File: src/rtl/pwm_pkg.sv
// Shared PWM constants, ramp FSM state type and target clamp helper.
// The period length is shared with the PWM generator so both agree on what a period is.
package pwm_pkg;
  localparam int DUTY_W = 4;
  localparam logic [DUTY_W-1:0] DUTY_MAX  = 4'd10;
  localparam logic [DUTY_W-1:0] INIT_DUTY = 4'd5;
  localparam int PERIOD_LEN = 10;

  typedef enum logic {IDLE, RAMP} ramp_state_t;

  function automatic logic [DUTY_W-1:0] clamp_duty(input logic [DUTY_W-1:0] d);
    return (d > DUTY_MAX) ? DUTY_MAX : d;
  endfunction
endpackage

File: src/rtl/pwm_step_timer.sv
// Loadable down-counter that saturates at zero; expired flags the minimum step spacing has elapsed.
module pwm_step_timer #(
  parameter int STEP_INTERVAL = 4
) (
  input  logic clk,
  input  logic rst,
  input  logic load,
  output logic expired
);
  localparam int CW = $clog2(STEP_INTERVAL + 1);

  logic [CW-1:0] cnt;

  always_ff @(posedge clk or posedge rst) begin
    if (rst) begin
      cnt <= '0;
    end else if (load) begin
      cnt <= CW'(STEP_INTERVAL - 1);
    end else if (cnt != '0) begin
      cnt <= cnt - 1'b1;
    end
  end

  assign expired = (cnt == '0);
endmodule

File: src/rtl/pwm_duty_ramp_ctrl.sv
// Steps the PWM generator duty toward a requested target, one inc/dec pulse per eligible
// period boundary, keeping a shadow of the generator duty; all outputs registered.
module pwm_duty_ramp_ctrl
  import pwm_pkg::*;
#(
  parameter int STEP_INTERVAL = 4
) (
  input  logic              clk,
  input  logic              rst,
  input  logic              period_wrap,
  input  logic              target_valid,
  output logic              target_ready,
  input  logic [DUTY_W-1:0] target_duty,
  input  logic              abort,
  output logic              inc_pulse,
  output logic              dec_pulse,
  output logic [DUTY_W-1:0] duty_cur,
  output logic              busy,
  output logic              done
);
  ramp_state_t       state, state_nxt;
  logic [DUTY_W-1:0] tgt, tgt_nxt, duty_nxt, req;
  logic              inc_nxt, dec_nxt, done_nxt;
  logic              timer_load, timer_expired;

  pwm_step_timer #(.STEP_INTERVAL(STEP_INTERVAL)) u_timer (
    .clk     (clk),
    .rst     (rst),
    .load    (timer_load),
    .expired (timer_expired)
  );

  always_ff @(posedge clk or posedge rst) begin
    if (rst) state <= IDLE;
    else     state <= state_nxt;
  end

  always_comb begin
    state_nxt  = state;
    tgt_nxt    = tgt;
    duty_nxt   = duty_cur;
    inc_nxt    = 1'b0;
    dec_nxt    = 1'b0;
    done_nxt   = 1'b0;
    timer_load = 1'b0;
    req        = clamp_duty(target_duty);
    case (state)
      IDLE: begin
        if (target_valid) begin
          tgt_nxt = req;
          if (req == duty_cur) begin
            done_nxt = 1'b1;
          end else begin
            timer_load = 1'b1;
            state_nxt  = RAMP;
          end
        end
      end
      RAMP: begin
        // Abort wins over a step that is eligible in the same cycle.
        if (abort) begin
          state_nxt = IDLE;
        end else if (timer_expired && period_wrap) begin
          timer_load = 1'b1;
          if (tgt > duty_cur) begin
            inc_nxt  = 1'b1;
            duty_nxt = duty_cur + 1'b1;
          end else begin
            dec_nxt  = 1'b1;
            duty_nxt = duty_cur - 1'b1;
          end
          if (duty_nxt == tgt) begin
            done_nxt  = 1'b1;
            state_nxt = IDLE;
          end
        end
      end
      default: state_nxt = IDLE;
    endcase
  end

  always_ff @(posedge clk or posedge rst) begin
    if (rst) begin
      tgt       <= INIT_DUTY;
      duty_cur  <= INIT_DUTY;
      inc_pulse <= 1'b0;
      dec_pulse <= 1'b0;
      done      <= 1'b0;
    end else begin
      tgt       <= tgt_nxt;
      duty_cur  <= duty_nxt;
      inc_pulse <= inc_nxt;
      dec_pulse <= dec_nxt;
      done      <= done_nxt;
    end
  end

  assign target_ready = (state == IDLE);
  assign busy         = (state == RAMP);
endmodule

File: config.mk
export PLATFORM = sky130hd
export DESIGN_NAME = pwm_duty_ramp_ctrl
export DESIGN_NICKNAME = d
export VERILOG_FILES = /design/src/rtl/pwm_pkg.sv /design/src/rtl/pwm_step_timer.sv /design/src/rtl/pwm_duty_ramp_ctrl.sv
export SDC_FILE = /design/constraint.sdc
export NUM_CORES = 1
export LEC_CHECK = 0
export CELL_PAD_IN_SITES_DETAIL_PLACEMENT = 1
export CELL_PAD_IN_SITES_GLOBAL_PLACEMENT = 1
export CORE_AREA = 2 2 59 50
export CTS_CLUSTER_SIZE = 25
export DETAILED_ROUTE_END_ITERATION = 7
export DIE_AREA = 0 0 61 52
export HOLD_SLACK_MARGIN = 0.15
export PLACE_DENSITY = 0.72
export SYNTH_ARGS = -nofsm -noshare
export SYNTH_HDL_FRONTEND = slang
export SYNTH_SLANG_ARGS = --single-unit
File: constraint.sdc
create_clock -name clk -period 3.2 [get_ports clk]
set_input_delay 0.8 -clock clk [delete_from_list [all_inputs] [get_ports clk]]
set_output_delay 0.8 -clock clk [all_outputs]
set_load 0.02 [all_outputs]
==> results.ini <==
[logic_synthesis]
ys_ff_latch=15
largest_cells_by_area_after_synthesis=dfrtp_1, dfstp_2, ha_1
synthesis.yosys.warnings=0
netlist_area_um2=966
dominantRegCellSynth=dfrtp_1
yosys-top-cells-count=inv_1, nand2_1, dfrtp_1
netlist-cell-type-count=33
syn_avg_cell_area_um2=9.96
netlist_instances=97
asyncSetResetFlopFracSynth=1.00
syn-num-nets=115
synth_enable_flop_cells=0
synth_top_area_share=0.285
synth_area_leader_cell=dfrtp_1
seq_area_frac_synth=0.394

[global_route]
grt_use_total=0.160
grt_pass1_wl_um=3750
antenna_violations_before_repair=0
grt_overflow=0
grt_max_degree=16
first_global_vias=808

[floorplanning]
start_util=0.369
standard_cell_rows=17
dieArea_um2=3170
die_h_um=52
fp.dieW_um=61
io-pin-count=18
core-area_um2=2620

[finish]
final_layout_size_suffix_gt1_frac=0.167
multi_input_comb_area_um2=537
antenna_cells=0
storage_element_area_um2=380
syn_to_final_growth_pct=27.2
final_cell_area_um2=1230
fillers=297
num-nets-final=139

[run_status]
outcome=complete, no violations

[clock_network]
clock_sinks=15
cts.htree.levels=1
hold_buffers=0
clock_tree.root_cell=clkbuf_4
cts.path.max_buffers=2
tritoncts.num_buffers=3
cts_resized=0
cts.reportedPaths.clkPinSlew_ps=90
post-cts-setup-buffers=0
cts_tree=yes
clkLatencyLatePin_ps=280

[pwr]
power.clock.fraction=0.076
p_per_area_nw_per_um2=1140
netSwitchingPower_mw=0.601
leakagePower_nw=0.561
netSwitchingFraction=0.430
peak_vdd_ir_uv=627
sequential_cell_fraction_of_total_power=0.238
p_comb_frac=0.686
p_int_mw=0.798

[routing]
detail_route.wirelength_um=2070
drt-initial-drc-count=15
vias=742
post_drt_via_cell_ratio=4.70
route.detailed.wl_per_inst_um=13.1
drc=0
ant_nets=0
detailedRoute.firstPassIterationCount=3

[critical_path]
worst_path_dominant_cell_family=compound AO/OA/AOI/OAI gates
cpPeakStageDelay_ps=600
crit_path_cell_trace=inv_1 -> ha_1 -> and4_2 -> a21oi_4 -> inv_1 -> ha_1 -> a21o_1 -> a21oi_2 -> xnor2_1 -> xor3_1 -> a311oi_1 -> or2_1
critical_path_required_ps=3430
internal_reg_to_reg_setup_slack_ps=300
ws_path_type=register to register
critical_path.n_buffers_inverters=2
crit_arrival_ps=3120
setup.worst_path.start_class=register
cp_slowest_cell=dfstp_2
category_of_the_worst_setup_path_capture_point=register
cp_max_fo=6

[sta]
post-route-period-util=0.906
worst_pin_slew_ps=575
finalMaxSlewViolations=0
setup_viol=0
finalHoldViolations=0
fmax_mhz=345
finClkSkew_ps=6.20
grt_setup_unrepaired=false
setup_tns_ps=0
post-route-min-period_ps=2900
max-slew-margin-rel=0.617

[place]
half_perimeter_wire_length_after_detailed_placement_um=1670
place.gp.congestion=0.785
placement.cell_area_um2=1200
place.port_buffers=17

[worst_hold_path]
hp-class=register to register

[job]
timing.max_cap.violations=0

layout by cell type (no fill, tap or decap), types with 2 or more instances in the layout:
cell / count
clkdlybuf4s50_1: 17
nand2_1: 12
inv_1: 12
dfrtp_1: 11
o21ai_0: 8
ha_1: 8
xor2_1: 5
a21oi_1: 4
xnor2_1: 4
dfstp_2: 4
nor2_1: 3
clkbuf_4: 3
buf_4: 3
o22ai_1: 2
nor2b_4: 2
nor3_1: 2
power by group through the flow:
stage,clock network (mW),logic [mW],registers (mW)
3_5_place_dp,0,0.961,0.338
6_report,0.107,0.959,0.333
2_1_floorplan,0,0.662,0.370
5_1_grt,0.120,1.08,0.347
4_1_cts,0.113,0.976,0.335
3_3_place_gp,0,0.936,0.334
registers in the layout, indices dropped and copies added, names as in the netlist:
| register | count |
|---|---|
| tgt | 4 |
| duty_cur | 4 |
| dec_pulse | 1 |
| done | 1 |
| busy | 1 |
| u_timer.cnt | 3 |
| inc_pulse | 1 |
final cells by class:
cell class              instances  area share
clock buffers                   4      0.0214
inverters                      12      0.0367
multi-input cells              69       0.437
flip-flops and latches         15       0.310
well taps                      38      0.0387
repair buffers                 20       0.157
logic make-up after synthesis:
group / after synthesis / share of synthesized area
adder cells (fa/ha/maj): 9 / 0.124
multiplexers: 1 / 0.0117
AND/OR/NAND/NOR: 28 / 0.162
flip-flops: 15 / 0.394
AO/OA/AOI/OAI: 21 / 0.152
buffers and inverters: 13 / 0.0505
XOR/XNOR: 10 / 0.106
through the flow:
stage | hold WS [ps] | setup slack [ps] | total power [mW] | util | cells
5_1_grt | 549 | 115 | 1.55 | 0.470 | 158
3_3_place_gp | 468 | 398 | 1.27 | 0.460 | 154
2_1_floorplan | 457 | 297 | 1.03 | - | 97
4_1_cts | 494 | 244 | 1.42 | 0.470 | 158
6_report | 494 | 302 | 1.40 | 0.470 | 158
3_5_place_dp | 481 | 264 | 1.30 | 0.460 | 154
final timing paths:
check / to / depth (start not counted) / start
setup / recovery: busy / 12 / duty_cur[2]
hold / removal: tgt[0] / 2 / tgt[0]
setup reg to reg: busy / 12 / duty_cur[2]
hold reg to reg: tgt[0] / 2 / tgt[0]
max in group asynchronous: duty_cur[0] / 2 / rst
min in group asynchronous: u_timer.cnt[2] / 2 / rst
worst reg2reg max path, stage by stage (launching register included):
cell	delay, ps
dfstp_2	600
inv_1	60
ha_1	310
and4_2	230
a21oi_4	110
inv_1	80
ha_1	270
a21o_1	190
a21oi_2	140
xnor2_1	170
xor3_1	280
a311oi_1	260
or2_1	130
layer usage:
layer	global-route usage	part of all wire
met1	0.231	0.51
met2	0.237	0.45
met3	0.0398	0.024
met4	0.0435	0.0092
met5	0	0
(Power assumes the default switching activity.)
